--- src/rtl/alu_op_decoder_pkg.sv ---
`default_nettype none
// ============================================================================
//  Module      : alu_op_decoder_pkg
//  Description : Shared definitions for the LEGv8 ALU opcode decoder.
//                - ALU result-mux select encoding (SEL_*)
//                - LEGv8 opcode match values and don't-care masks
//                - decoded-result bundle {sel, sub, illegal}
//                - op_match() masked-compare helper
//  Revision    : 1.0 - initial release
// ============================================================================
package alu_op_decoder_pkg;

    // Width of the opcode field, taken from instruction bits [31:21].
    localparam int OP_W = 11;

    // ALU result multiplexer select encoding.
    localparam logic [2:0] SEL_ADD = 3'd0;
    localparam logic [2:0] SEL_AND = 3'd1;
    localparam logic [2:0] SEL_XOR = 3'd2;
    localparam logic [2:0] SEL_OR  = 3'd3;
    localparam logic [2:0] SEL_B   = 3'd4;

    // LEGv8 opcode match values. Don't-care bits are zero here and are
    // excluded from the compare by the matching mask below.
    localparam logic [OP_W-1:0] OP_ADD  = 11'b10001011000;
    localparam logic [OP_W-1:0] OP_SUB  = 11'b11001011000;
    localparam logic [OP_W-1:0] OP_ADDI = 11'b10010001000;
    localparam logic [OP_W-1:0] OP_SUBI = 11'b11010001000;
    localparam logic [OP_W-1:0] OP_LDUR = 11'b11111000010;
    localparam logic [OP_W-1:0] OP_STUR = 11'b11111000000;
    localparam logic [OP_W-1:0] OP_AND  = 11'b10001010000;
    localparam logic [OP_W-1:0] OP_EOR  = 11'b11001010000;
    localparam logic [OP_W-1:0] OP_ORR  = 11'b10101010000;
    localparam logic [OP_W-1:0] OP_CBZ  = 11'b10110100000;

    // Masks: 1 = bit participates in the compare.
    localparam logic [OP_W-1:0] MASK_R   = 11'b11111111111; // R/D-format, exact
    localparam logic [OP_W-1:0] MASK_I   = 11'b11111111110; // I-format, 10-bit opcode
    localparam logic [OP_W-1:0] MASK_CB  = 11'b11111111000; // CB-format, 8-bit opcode

    // Decoded result carried through the pipeline register.
    typedef struct packed {
        logic [2:0] sel;
        logic       sub;
        logic       illegal;
    } alu_dec_t;

    // True when op equals val on every bit selected by mask.
    function automatic logic op_match(
        input logic [OP_W-1:0] op,
        input logic [OP_W-1:0] val,
        input logic [OP_W-1:0] mask
    );
        return ((op ^ val) & mask) == '0;
    endfunction

endpackage : alu_op_decoder_pkg
`default_nettype wire

--- src/rtl/alu_op_decode_comb.sv ---
`default_nettype none
// ============================================================================
//  Module      : alu_op_decode_comb
//  Description : Pure combinational LEGv8 opcode -> ALU control decode.
//                Unrecognised opcodes decode to B pass-through, no subtract,
//                illegal flagged.
//  Ports       : opcode [OPW-1:0] in  - instruction bits [31:21]
//                dec    alu_dec_t out - {sel, sub, illegal}
//  Revision    : 1.0 - initial release
// ============================================================================
module alu_op_decode_comb
    import alu_op_decoder_pkg::*;
#(
    parameter int OPW = 11
) (
    input  logic [OPW-1:0] opcode,
    output alu_dec_t       dec
);

    // The decode table is defined on the 11-bit LEGv8 field; take the top
    // OP_W bits so a wider opcode bus still lines up with bits [31:21].
    logic [OP_W-1:0] w_op;
    assign w_op = opcode[OPW-1 -: OP_W];

    always_comb begin
        dec = '{sel: SEL_B, sub: 1'b0, illegal: 1'b1};

        if (op_match(w_op, OP_ADD, MASK_R)  ||
            op_match(w_op, OP_ADDI, MASK_I) ||
            op_match(w_op, OP_LDUR, MASK_R) ||
            op_match(w_op, OP_STUR, MASK_R)) begin
            // Loads/stores use the adder for address generation.
            dec = '{sel: SEL_ADD, sub: 1'b0, illegal: 1'b0};
        end else if (op_match(w_op, OP_SUB, MASK_R) ||
                     op_match(w_op, OP_SUBI, MASK_I)) begin
            dec = '{sel: SEL_ADD, sub: 1'b1, illegal: 1'b0};
        end else if (op_match(w_op, OP_AND, MASK_R)) begin
            dec = '{sel: SEL_AND, sub: 1'b0, illegal: 1'b0};
        end else if (op_match(w_op, OP_EOR, MASK_R)) begin
            dec = '{sel: SEL_XOR, sub: 1'b0, illegal: 1'b0};
        end else if (op_match(w_op, OP_ORR, MASK_R)) begin
            dec = '{sel: SEL_OR, sub: 1'b0, illegal: 1'b0};
        end else if (op_match(w_op, OP_CBZ, MASK_CB)) begin
            // CBZ tests the register operand for zero: pass B straight through.
            dec = '{sel: SEL_B, sub: 1'b0, illegal: 1'b0};
        end
    end

endmodule : alu_op_decode_comb
`default_nettype wire

--- src/rtl/alu_op_decoder.sv ---
`default_nettype none
// ============================================================================
//  Module      : alu_op_decoder
//  Description : Registered LEGv8 opcode decoder driving the ALU result-mux
//                select (0 ADD, 1 AND, 2 XOR, 3 OR, 4 B) and subtract control.
//                One valid/ready pipeline stage, one-cycle latency, full
//                throughput. Illegal opcodes flow through flagged.
//  Macro       : ALU_DEC_ERRCNT_EN - adds err_count, a saturating count of
//                accepted illegal opcodes (cleared only by reset).
//  Ports       : clk, reset (sync, active-high)
//                in_valid/in_ready/opcode   - upstream handshake
//                out_valid/out_ready        - downstream handshake
//                sel[2:0], sub, illegal     - registered decode
//                err_count[CNTW-1:0]        - only with ALU_DEC_ERRCNT_EN
//  Revision    : 1.0 - initial release
// ============================================================================
module alu_op_decoder
    import alu_op_decoder_pkg::*;
#(
    parameter int OPW  = 11,
    parameter int CNTW = 8
) (
    input  logic            clk,
    input  logic            reset,
    input  logic            in_valid,
    output logic            in_ready,
    input  logic [OPW-1:0]  opcode,
    output logic            out_valid,
    input  logic            out_ready,
    output logic [2:0]      sel,
    output logic            sub,
    output logic            illegal
`ifdef ALU_DEC_ERRCNT_EN
    ,
    output logic [CNTW-1:0] err_count
`endif
);

    alu_dec_t w_dec;
    alu_dec_t r_dec;
    logic     r_valid;
    logic     w_accept;

    alu_op_decode_comb #(
        .OPW    (OPW)
    ) u_decode (
        .opcode (opcode),
        .dec    (w_dec)
    );

    // Ready whenever the stage is empty or being drained this cycle; held low
    // during reset so no upstream handshake completes in the reset cycle.
    assign in_ready = !reset && (!r_valid || out_ready);
    assign w_accept = in_valid && in_ready;

    // A new accept always wins over a drain, so an accept+drain edge simply
    // replaces the entry and keeps valid high. Decode fields are not cleared
    // on drain; they hold the last value.
    always_ff @(posedge clk) begin
        if (reset) begin
            r_valid <= 1'b0;
            r_dec   <= '0;
        end else if (w_accept) begin
            r_valid <= 1'b1;
            r_dec   <= w_dec;
        end else if (r_valid && out_ready) begin
            r_valid <= 1'b0;
        end
    end

    assign out_valid = r_valid;
    assign sel       = r_dec.sel;
    assign sub       = r_dec.sub;
    assign illegal   = r_dec.illegal;

`ifdef ALU_DEC_ERRCNT_EN
    localparam logic [CNTW-1:0] c_cnt_max = '1;

    logic [CNTW-1:0] r_err_count;

    always_ff @(posedge clk) begin
        if (reset) begin
            r_err_count <= '0;
        end else if (w_accept && w_dec.illegal && (r_err_count != c_cnt_max)) begin
            r_err_count <= r_err_count + 1'b1;
        end
    end

    assign err_count = r_err_count;
`else
    // Counter width only matters when the counter is built; keep the
    // parameter referenced so both builds elaborate identically otherwise.
    if (CNTW < 1) begin : g_cntw_unused
    end
`endif

endmodule : alu_op_decoder
`default_nettype wire

--- config.mk ---
export PLATFORM = sky130hd
export DESIGN_NAME = alu_op_decoder
export DESIGN_NICKNAME = d
export VERILOG_FILES = /design/src/rtl/alu_op_decoder_pkg.sv /design/src/rtl/alu_op_decode_comb.sv /design/src/rtl/alu_op_decoder.sv
export SDC_FILE = /design/constraint.sdc
export NUM_CORES = 1
export LEC_CHECK = 0
export ABC_AREA = 1
export CORE_AREA = 2 2 39 41
export CTS_BUF_LIST = sky130_fd_sc_hd__clkbuf_16
export DETAILED_ROUTE_END_ITERATION = 16
export DIE_AREA = 0 0 41 43
export PLACE_DENSITY = 0.71
export SLEW_MARGIN = 20
export SYNTH_ARGS = -nofsm -noshare
export SYNTH_HDL_FRONTEND = slang
export SYNTH_SLANG_ARGS = --single-unit
--- constraint.sdc ---
create_clock -name clk -period 1.3 [get_ports clk]
set_input_delay 0.26 -clock clk [delete_from_list [all_inputs] [get_ports clk]]
set_output_delay 0.26 -clock clk [all_outputs]
set_load 0.02 [all_outputs]
Word level (Yosys, flattened, before mapping)
Cells that the tools add are included.
- input port bits: 15
- output and inout bits: 7
- register bits after elaboration: 6
- word-level logic and storage cells: 43
- muxes and demuxes: 8
- reductions and logical operators: 21
- bitwise gates (word level): 10
- operators by type and width (kind ; number):
    11-bit zero test ; 10
    5-bit two-way mux ; 5
    4-bit NOT ; 5
    5-bit NOT ; 2
    3-bit NOT ; 2
    6-bit NOT ; 1
    1-bit logical OR ; 5
    1-bit logical AND ; 3
    1-bit two-way mux ; 3
    1-bit zero test ; 2
    2-bit nonzero test ; 1

Longest topological paths before layout
Gate-level depths: netlist of the first run.
- depth after elaboration: 8
- depth in mapped cells: 8
- gate-level depth less buffers: 8

Hierarchy
A second synthesis of the first run with hierarchy kept.
- cells, all modules: 91
- area total of the unflattened synthesis: 508.0 um2
- modules (own cells, without submodules) (module ; times used ; area each (um2) ; seq. area each (um2) ; cells an instance):
    alu_op_decoder ; 1 ; 275.3 ; 120.1 ; 39
    alu_op_decode_comb ; 1 ; 232.7 ; 0.0 ; 52

Least setup slack after synthesis of the first run
Ideal clock, no wire load.
- path kind: register to register
- start point: register r_valid, in the netlist out_valid
- end point: register r_dec, in the netlist illegal
- required time: 1234 ps
- data arrival time: 1061 ps
- cell stages (with the launch flop): 7
- setup slack: 173 ps
- setup time: 66 ps
- cell sequence: dfxtp_1 inv_1 nor2_1 nor3_4 inv_1 nand2_1 a21oi_2
- word-level cells in the longest chain between the ends: 4
- ends and longest elaborated chain (element ; line ; source):
    start, declared ; alu_op_decoder.sv:41 ; logic r_valid;
    start signal, assigned ; alu_op_decoder.sv:61 ; r_valid <= 1'b0;
    start signal, assigned ; alu_op_decoder.sv:64 ; r_valid <= 1'b1;
    start signal, assigned ; alu_op_decoder.sv:67 ; r_valid <= 1'b0;
    1-bit zero test ; alu_op_decoder.sv:53 ; assign in_ready = !reset && (!r_valid || out_ready);
    1-bit logical OR ; alu_op_decoder.sv:53 ;
    1-bit logical AND ; alu_op_decoder.sv:53 ;
    1-bit logical AND ; alu_op_decoder.sv:54 ; assign w_accept = in_valid && in_ready;
    end signal, assigned ; alu_op_decoder.sv:65 ; r_dec <= w_dec;
    end, declared ; alu_op_decoder.sv:40 ; alu_dec_t r_dec;
Every way passes these cells.
A chain may end at the register's enable or synchronous reset.

Final worst setup path of the first run
- start point: input port opcode[1]
- end point: register r_dec, in the netlist sel[2]
- word-level cells in the longest chain between the ends: 6
- elaborated cells between the ends (all ways): 19
- ends and longest elaborated chain (element ; line ; source):
    start, declared ; alu_op_decoder.sv:27 ; input logic [OPW-1:0] opcode,
    11-bit zero test ; alu_op_decoder_pkg.sv:54 ; return ((op ^ val) & mask) == '0;
    5-bit two-way mux ; alu_op_decode_comb.sv:41 ; end else if (op_match(w_op, OP_ORR, MASK_R)) begin
    5-bit two-way mux ; alu_op_decode_comb.sv:39 ; end else if (op_match(w_op, OP_EOR, MASK_R)) begin
    5-bit two-way mux ; alu_op_decode_comb.sv:37 ; end else if (op_match(w_op, OP_AND, MASK_R)) begin
    5-bit two-way mux ; alu_op_decode_comb.sv:34 ; end else if (op_match(w_op, OP_SUB, MASK_R) ||
    5-bit two-way mux * ; alu_op_decode_comb.sv:28 ; if (op_match(w_op, OP_ADD, MASK_R) ||
Every way passes the cells marked *; elsewhere a longest branch is shown, timed or not.

==> results of run 1 <==
-- flip-flops by register name, summed over array words and instances, names as in the netlist --
| signal | count |
|---|---|
| sub | 1 |
| out_valid | 1 |
| sel | 3 |
| illegal | 1 |
-- stage by stage --
stage | TNS [ns] | setup WS, ns
global route | -0.0556 | -0.0196
global placement | -1.69 | -0.396
floorplan | 0 | 0.173
CTS | 0 | 0.00504
detailed placement | -1.75 | -0.415
finish | 0 | 0.0566
-- kinds of logic (layout without fill, tap and decap cells) --
logic type / Yosys count / count (layout) / share of synthesized area
AOI/OAI and AO/OA: 6 / 6 / 0.0875
buffers and inverters: 16 / 54 / 0.143
DFF: 6 / 6 / 0.255
and+or+nand+nor: 51 / 51 / 0.515
-- power by group through the flow --
stage          Clock, mW  Combinational (mW)  Sequential (mW)
6_report           0.483               0.168            0.195
5_1_grt            0.503               0.184            0.195
4_1_cts            0.488               0.152            0.194
3_5_place_dp           0               0.160            0.197
3_3_place_gp           0               0.158            0.197
2_1_floorplan          0              0.0620            0.205
-- worst min-delay path: cells and delay by family --
| kind | cells | cell delay (ns) |
|---|---|---|
| buffers and inverters | 1 | 0.11 |
| and+or+nand+nor | 2 | 0.13 |
-- Yosys cell counts (all sizes together) --
master / instances / area, um^2
a21oi: 6 / 41.3
buf: 1 / 11.3
dfxtp: 6 / 120
inv: 15 / 56.3
nand2: 24 / 95.1
nand3: 8 / 45.0
nand3b: 1 / 7.51
nand4: 1 / 6.26
nor2: 15 / 66.3
nor3: 1 / 16.3
nor4: 1 / 6.26
-- cell type report --
class                      instances  area, um^2
fill                             115         467
multi-input combinational         57         327
timing repair buffer              36         319
sequential                         6         120
clock buffer                       3        75.1
inverter                          15        56.3
tap                               16        20.0
-- worst min path at each step --
stage	start	to
6_report	in_valid	out_valid$_SDFFE_PP0P_
5_1_grt	in_valid	out_valid$_SDFFE_PP0P_
4_1_cts	sel[0]$_SDFFE_PP0P_	sel[0]$_SDFFE_PP0P_
3_5_place_dp	sel[0]$_SDFFE_PP0P_	sel[0]$_SDFFE_PP0P_
3_3_place_gp	sub$_SDFFE_PP0P_	sub$_SDFFE_PP0P_
2_1_floorplan	in_valid	out_valid$_SDFFE_PP0P_
-- metal layers --
layer,global-route usage,vias to the layer above,part of all wire
met5,0,-,0
met4,0.0600,0,0
met3,0.0314,0,0.062
met2,0.238,20,0.53
met1,0.147,261,0.41
li1,-,320,-
-- what timing repair did --
action                     CTS  global route
setup endpoints to repair   11             5
pin swaps                   11            16
setup buffers                1             3
resized for setup           24            17
==> results.sh, run 1 <==
export IMPL_ir_drop_uv=432
export IMPL_switchingPower_uw=176
export IMPL_holdCritPathClass="input port to flip-flop"
export IMPL_ys_warn_count=0
export IMPL_final_area_um2=917
export IMPL_worst_slew_pin_slew_ns=0.229
export IMPL_vias=601
export IMPL_crit_type="input port to flip-flop"
export IMPL_path_depth=9
export IMPL_clock_skew_ns=0.000191
export IMPL_antenna_left=0
export IMPL_hold_viol=0
export IMPL_worstPathRequired_ns=1.46
export IMPL_synth_cells=79
export IMPL_drt_iter0_drc=8
export IMPL_fin_nets=134
export IMPL_syn_to_final_growth_pct=94.4
export IMPL_p_seq_frac=0.230
export IMPL_viasPerCell=4.52
export IMPL_combPwrFrac=0.199
export IMPL_clockPowerShare=0.571
export IMPL_internal_power_uw=670
export IMPL_cts_buffers=3
export IMPL_crit_slowest_cell="clkdlybuf4s50_1"
export IMPL_grt_use_total=0.137
export IMPL_dp_hpwl_um=854
export IMPL_crit_end="sel[2]$_SDFFE_PP0P_"
export IMPL_clock_latency_ns=0.22
export IMPL_startpoint_type="input port"
export IMPL_root_buffer="clkbuf_16"
export IMPL_drtPass1Iterations=4
export IMPL_min_path_cells=3
export IMPL_layout_common_cells="nand2_1 (16), dlygate4sd2_1 (13), buf_4 (13)"
export IMPL_hold_buffers=0
export IMPL_critPathArrivalTime_ns=1.40
export IMPL_dieHeight_um=43
export IMPL_r2r_start="out_valid$_SDFFE_PP0P_"
export IMPL_syn_nets=94
export IMPL_overflow=0
export IMPL_dp_cells=126
export IMPL_min_period_over_period=0.956
export IMPL_path_max_fanout=2
export IMPL_port_buffers=21
export IMPL_r2r_end="sel[2]$_SDFFE_PP0P_"
export IMPL_path_buf_inv=2
export IMPL_initial_utilization=0.341
export IMPL_ys_seq_elements=6
export IMPL_io_pins=22
export IMPL_cp_startpoint="opcode[1]"
export IMPL_hold_slack_ns=0.314
export IMPL_cts_sinks=6
export IMPL_max_stage_delay_ns=0.45
export IMPL_n_antenna_cell=0
export IMPL_htree_levels=1
export IMPL_drive_gt1_frac=0.385
export IMPL_max_freq_ghz=0.804
export IMPL_synth_area_um2=472
export IMPL_grt_first_pass_wirelength_um=1710
export IMPL_core_mm2=0.00138
export IMPL_dieArea_mm2=0.00176
export IMPL_worstRegToRegCells=8
export IMPL_fin_cells=133
export IMPL_cp_common_cell="nand3_1"
export IMPL_clockBufferDepth=2
export IMPL_status="complete, no violations"
export IMPL_grt_max_degree=8
export IMPL_max_slew_margin_rel=0.846
export IMPL_drc_errors=0
export IMPL_fp_dieW_um=41
export IMPL_grt_pass1_vias=485
export IMPL_wl_per_cell_um=8.76
export IMPL_placed_area_um2=773
export IMPL_p_leak_nw=0.477
export IMPL_drt_wl_total_um=1170
export IMPL_fin_total_pwr_uw=846
export IMPL_crit_chain="clkdlybuf4s50_1 > inv_1 > nand2_2 > nor2_1 > nand3_1 > nand3_1 > nor2_2 > nand2_1 > a21oi_2"
export IMPL_setup_viol=0
export IMPL_min_period_ns=1.24
export IMPL_avgSynthCellArea_um2=5.97
export IMPL_critPathTopFamily="simple AND/OR/NAND/NOR gates"
export IMPL_layout_commonest_cell="nand2_1"
export IMPL_cp_end_kind="flip-flop"
export IMPL_swShare=0.208
export IMPL_powerDensity_mw_per_mm2=922
export IMPL_routabilityCongestion=0.760
export IMPL_synth_cell_types=17
export IMPL_path_clk_slew_ns=0.03
export IMPL_finalCoreUtilization=0.663
export IMPL_cts_tree="done"
export IMPL_r2r_slack_ns=0.08
export IMPL_grt_antenna_before_repair=0
export IMPL_slew_viol_final=0
export IMPL_drv_cap=0
export IMPL_yosysSeqAreaShare=0.255
export IMPL_rows=14
No activity file was read; power rests on OpenSTA's default activity.
==> inputs of run 2 (changes only) <==
--- a/config.mk
+++ b/config.mk
@@ -11,6 +11,7 @@
 export DETAILED_ROUTE_END_ITERATION = 16
 export DIE_AREA = 0 0 41 43
 export PLACE_DENSITY = 0.71
+export SETUP_SLACK_MARGIN = 0.5
 export SLEW_MARGIN = 20
 export SYNTH_ARGS = -nofsm -noshare
 export SYNTH_HDL_FRONTEND = slang
==> results.sh, run 2 (synthesized netlist as in run 1, its figures left out) <==
export IMPL_min_period_over_period=0.927
export IMPL_internal_power_uw=676
export IMPL_powerDensity_mw_per_mm2=924
export IMPL_syn_to_final_growth_pct=99.7
export IMPL_fin_cells=133
export IMPL_root_buffer="clkbuf_16"
export IMPL_combPwrFrac=0.203
export IMPL_startpoint_type="flip-flop"
export IMPL_path_clk_slew_ns=0.04
export IMPL_cts_tree="done"
export IMPL_drv_cap=0
export IMPL_vias=596
export IMPL_clock_latency_ns=0.23
export IMPL_rsz0062_at_grt="yes"
export IMPL_drt_wl_total_um=1330
export IMPL_dp_hpwl_um=950
export IMPL_final_area_um2=942
export IMPL_fin_nets=133
export IMPL_drtPass1Iterations=2
export IMPL_fp_dieW_um=41
export IMPL_drt_iter0_drc=6
export IMPL_core_mm2=0.00138
export IMPL_grt_use_total=0.185
export IMPL_r2r_slack_ns=0.09
export IMPL_largest_reg_flops=3
export IMPL_swShare=0.223
export IMPL_p_seq_frac=0.225
export IMPL_slew_viol_final=0
export IMPL_worstRegToRegCells=8
export IMPL_layout_commonest_cell="nand2_1"
export IMPL_max_freq_ghz=0.829
export IMPL_n_antenna_cell=0
export IMPL_crit_type="flip-flop to flip-flop"
export IMPL_fillerInstances=115
export IMPL_cts_sinks=6
export IMPL_status="complete, no violations"
export IMPL_wl_per_cell_um=9.96
export IMPL_cts_buffers=3
export IMPL_drive_gt1_frac=0.513
export IMPL_hold_viol=0
export IMPL_hold_buffers=0
export IMPL_initial_utilization=0.341
export IMPL_fin_total_pwr_uw=871
export IMPL_port_buffers=21
export IMPL_grt_pass1_vias=580
export IMPL_drc_errors=0
export IMPL_min_period_ns=1.21
export IMPL_p_leak_nw=0.449
export IMPL_switchingPower_uw=194
export IMPL_overflow=0
export IMPL_dp_cells=123
export IMPL_grt_max_degree=7
export IMPL_cp_end_kind="flip-flop"
export IMPL_viasPerCell=4.48
export IMPL_dieArea_mm2=0.00176
export IMPL_dieHeight_um=43
export IMPL_htree_levels=1
export IMPL_routabilityCongestion=0.908
export IMPL_clockPowerShare=0.573
export IMPL_clock_skew_ns=0.00463
export IMPL_setup_viol=0
export IMPL_critPathArrivalTime_ns=1.37
export IMPL_antenna_left=0
export IMPL_grt_first_pass_wirelength_um=2210
export IMPL_max_slew_margin_rel=0.847
export IMPL_grt_antenna_before_repair=0
export IMPL_rows=14
export IMPL_path_max_fanout=3
export IMPL_min_path_cells=3
export IMPL_holdCritPathClass="input port to flip-flop"
export IMPL_placed_area_um2=757
export IMPL_layout_common_cells="nand2_1 (16), dlygate4sd2_1 (14), buf_4 (11)"
export IMPL_worst_slew_pin_slew_ns=0.227
export IMPL_finalCoreUtilization=0.681
export IMPL_io_pins=22
export IMPL_worstPathRequired_ns=1.46
export IMPL_clockBufferDepth=2
export IMPL_ir_drop_uv=1230
-- run 2: routing by layer --
layer / vias to the layer above / GRT usage / wire length, um
met4: 0 / 0.0267 / 0
met3: 0 / 0.0785 / 34
met5: - / 0 / 0
li1: 322 / - / -
met2: 6 / 0.325 / 719
met1: 268 / 0.196 / 571
-- run 2: per-stage QoR --
stage / hold WS, ns / setup TNS (ns) / setup WS (ns)
finish: 0.457 / 0 / 0.0943
global route: 0.473 / 0 / 0.00433
CTS: 0.421 / 0 / 0.118
detailed placement: 0.458 / -1.94 / -0.422
global placement: 0.454 / -1.74 / -0.408
floorplan: 0.379 / 0 / 0.213
-- run 2: layout make-up --
type                       count  area (um^2)  area share
timing repair buffer          35          317       0.336
sequential                     6          129       0.137
multi-input combinational     57          337       0.357
inverter                      15         61.3      0.0651
tap                           16         20.0      0.0212
clock buffer                   3         75.1      0.0797
clock inverter                 1         3.75     0.00398
-- run 2: power by group through the flow --
stage               Clock [mW]  Combinational (mW)  Sequential (mW)
floorplan                    0              0.0614            0.204
global placement             0               0.152            0.197
detailed placement           0               0.155            0.197
CTS                      0.509               0.164            0.196
global route             0.524               0.193            0.196
finish                   0.498               0.176            0.196
-- run 2: final timing paths --
check	from	to
min	in_valid	out_valid$_SDFFE_PP0P_
min reg2reg	sub$_SDFFE_PP0P_	sub$_SDFFE_PP0P_
max reg2reg	out_valid$_SDFFE_PP0P_	illegal$_SDFFE_PP0P_
max	out_valid$_SDFFE_PP0P_	illegal$_SDFFE_PP0P_
-- run 2: what timing repair did --
| item | 4_1_cts | 5_1_grt |
|---|---|---|
| resized for setup | 77 | 7 |
| endpoints found under the setup margin | 13 | 13 |
| buffers inserted | 4 | 2 |
| pin swaps | 16 | 5 |
-- run 2: critical path, stage by stage (launching register included) --
cell and delay [ns]:
dfxtp_4 0.34, inv_4 0.05, nor2_4 0.03, buf_6 0.11
nor3_4 0.15, nand2_2 0.10, nor2_4 0.14, nand3_2 0.08
a21oi_2 0.13
==> inputs of run 3 (changes only) <==
--- a/config.mk
+++ b/config.mk
@@ -6,11 +6,10 @@
 export NUM_CORES = 1
 export LEC_CHECK = 0
 export ABC_AREA = 1
-export CORE_AREA = 2 2 39 41
+export CORE_UTILIZATION = 35
 export CTS_BUF_LIST = sky130_fd_sc_hd__clkbuf_16
 export DETAILED_ROUTE_END_ITERATION = 16
-export DIE_AREA = 0 0 41 43
-export PLACE_DENSITY = 0.71
+export PLACE_DENSITY = 0.7
 export SETUP_SLACK_MARGIN = 0.5
 export SLEW_MARGIN = 20
 export SYNTH_ARGS = -nofsm -noshare
==> results.sh, run 3 (synthesized netlist as in run 1, its figures left out) <==
export IMPL_fin_cells=129
export IMPL_io_pins=22
export IMPL_cp_startpoint="out_valid$_SDFFE_PP0P_"
export IMPL_slew_viol_final=0
export IMPL_startpoint_type="flip-flop"
export IMPL_setup_viol=0
export IMPL_holdCritPathClass="flip-flop to flip-flop"
export IMPL_worstPathRequired_ns=1.45
export IMPL_drt_iter0_drc=12
export IMPL_fillerInstances=93
export IMPL_viasPerCell=4.60
export IMPL_largest_reg_flops=3
export IMPL_n_antenna_cell=0
export IMPL_p_leak_nw=0.439
export IMPL_path_clk_slew_ns=0.04
export IMPL_grt_use_total=0.217
export IMPL_drtPass1Iterations=4
export IMPL_r2r_slack_ns=0.1
export IMPL_min_path_cells=2
export IMPL_placed_area_um2=754
export IMPL_dieHeight_um=38.7
export IMPL_max_slew_margin_rel=0.843
export IMPL_cts_tree="done"
export IMPL_crit_end="illegal$_SDFFE_PP0P_"
export IMPL_grt_max_degree=8
export IMPL_hold_viol=0
export IMPL_r2r_start="out_valid$_SDFFE_PP0P_"
export IMPL_drc_errors=0
export IMPL_dieArea_mm2=0.00150
export IMPL_dp_hpwl_um=900
export IMPL_clockBufferDepth=2
export IMPL_drt_wl_total_um=1480
export IMPL_layout_commonest_cell="nand2_1"
export IMPL_port_buffers=21
export IMPL_cts_buffers=3
export IMPL_grt_first_pass_wirelength_um=2170
export IMPL_syn_to_final_growth_pct=94.2
export IMPL_multiInputGateArea_um2=335
export IMPL_path_max_fanout=3
export IMPL_clock_skew_ns=0.00466
export IMPL_hold_slack_ns=0.481
export IMPL_final_area_um2=916
export IMPL_fin_nets=131
export IMPL_root_buffer="clkbuf_16"
export IMPL_clock_latency_ns=0.23
export IMPL_min_period_over_period=0.925
export IMPL_worstRegToRegCells=8
export IMPL_initial_utilization=0.403
export IMPL_fp_dieW_um=38.7
export IMPL_crit_type="flip-flop to flip-flop"
export IMPL_dp_cells=121
export IMPL_antenna_left=0
export IMPL_core_mm2=0.00117
export IMPL_status="complete, no violations"
export IMPL_overflow=0
export IMPL_vias=594
export IMPL_powerDensity_mw_per_mm2=953
export IMPL_drv_cap=0
export IMPL_critPathArrivalTime_ns=1.35
export IMPL_grt_antenna_before_repair=0
export IMPL_layout_area_seq_um2=130
export IMPL_rows=12
export IMPL_grt_pass1_vias=526
export IMPL_htree_levels=1
export IMPL_worst_slew_pin_slew_ns=0.234
export IMPL_hold_buffers=0
export IMPL_layout_common_cells="nand2_1 (17), dlygate4sd2_1 (14), buf_4 (11)"
export IMPL_wl_per_cell_um=11.4
export IMPL_max_freq_ghz=0.831
export IMPL_cp_end_kind="flip-flop"
export IMPL_rsz0062_at_grt="yes"
export IMPL_ir_drop_uv=1440
export IMPL_drive_gt1_frac=0.496
export IMPL_min_period_ns=1.20
export IMPL_cts_sinks=6
export IMPL_r2r_end="illegal$_SDFFE_PP0P_"
export IMPL_routabilityCongestion=0.836
==> run 3: cell count changes in the layout (fill, tap and decap cells not counted), moves of 2 or more <==
cell,previous run,this run
inv_1,7,10
inv_2,7,5
nor2_1,7,5
nor2_2,4,6
==> run 3: metal layers <==
metal / GRT usage / routed length (um) / share of wire
met1: 0.257 / 630 / 0.43
met2: 0.375 / 803 / 0.54
met3: 0.104 / 44 / 0.030
met4: 0 / 0 / 0
met5: 0 / 0 / 0
==> run 3: worst min-delay path by stage <==
| stage | from | endpoint |
|---|---|---|
| floorplan | in_valid | out_valid$_SDFFE_PP0P_ |
| global placement | sel[0]$_SDFFE_PP0P_ | sel[0]$_SDFFE_PP0P_ |
| detailed placement | sel[0]$_SDFFE_PP0P_ | sel[0]$_SDFFE_PP0P_ |
| CTS | in_valid | out_valid$_SDFFE_PP0P_ |
| global route | sel[1]$_SDFFE_PP0P_ | sel[1]$_SDFFE_PP0P_ |
| finish | sel[1]$_SDFFE_PP0P_ | sel[1]$_SDFFE_PP0P_ |
==> run 3: what timing repair did <==
item                       CTS  global route
pin swaps                   15             3
gates resized for setup     70            13
buffers inserted             2             2
setup endpoints to repair   13            13
==> run 3: worst max-delay path, stage by stage, from the launching register on <==
cell	delay (ns)
dfxtp_4	0.35
inv_4	0.06
nor2_4	0.03
buf_6	0.11
nor3_4	0.14
nand2_2	0.09
nor2_4	0.12
nand3_2	0.10
a21oi_2	0.13
==> run 3: power by group <==
group	switching, mW	leakage (nW)	internal [mW]
Combinational	0.0904	0.345	0.0841
Sequential	0.00531	0.0518	0.192
Clock	0.103	0.0423	0.399
==> run 3: stage by stage <==
stage | utilization | power [mW] | worst slack [ns] | TNS, ns
final | 0.782 | 0.873 | 0.0972 | 0
after global routing | 0.782 | 0.910 | 0.0172 | 0
after CTS | 0.749 | 0.859 | 0.107 | 0
after detailed placement | 0.644 | 0.350 | -0.433 | -1.78
after global placement | 0.644 | 0.349 | -0.415 | -1.76
after floorplan | - | 0.266 | 0.213 | 0
==> run 3: cell type report <==
cell class	instances	share of cell area
Tap cell	14	0.0191
Clock buffer	3	0.0820
Sequential cell	6	0.142
Timing Repair Buffer	33	0.322
Clock inverter	1	0.00410
Inverter	15	0.0642
Multi-Input combinational cell	57	0.366
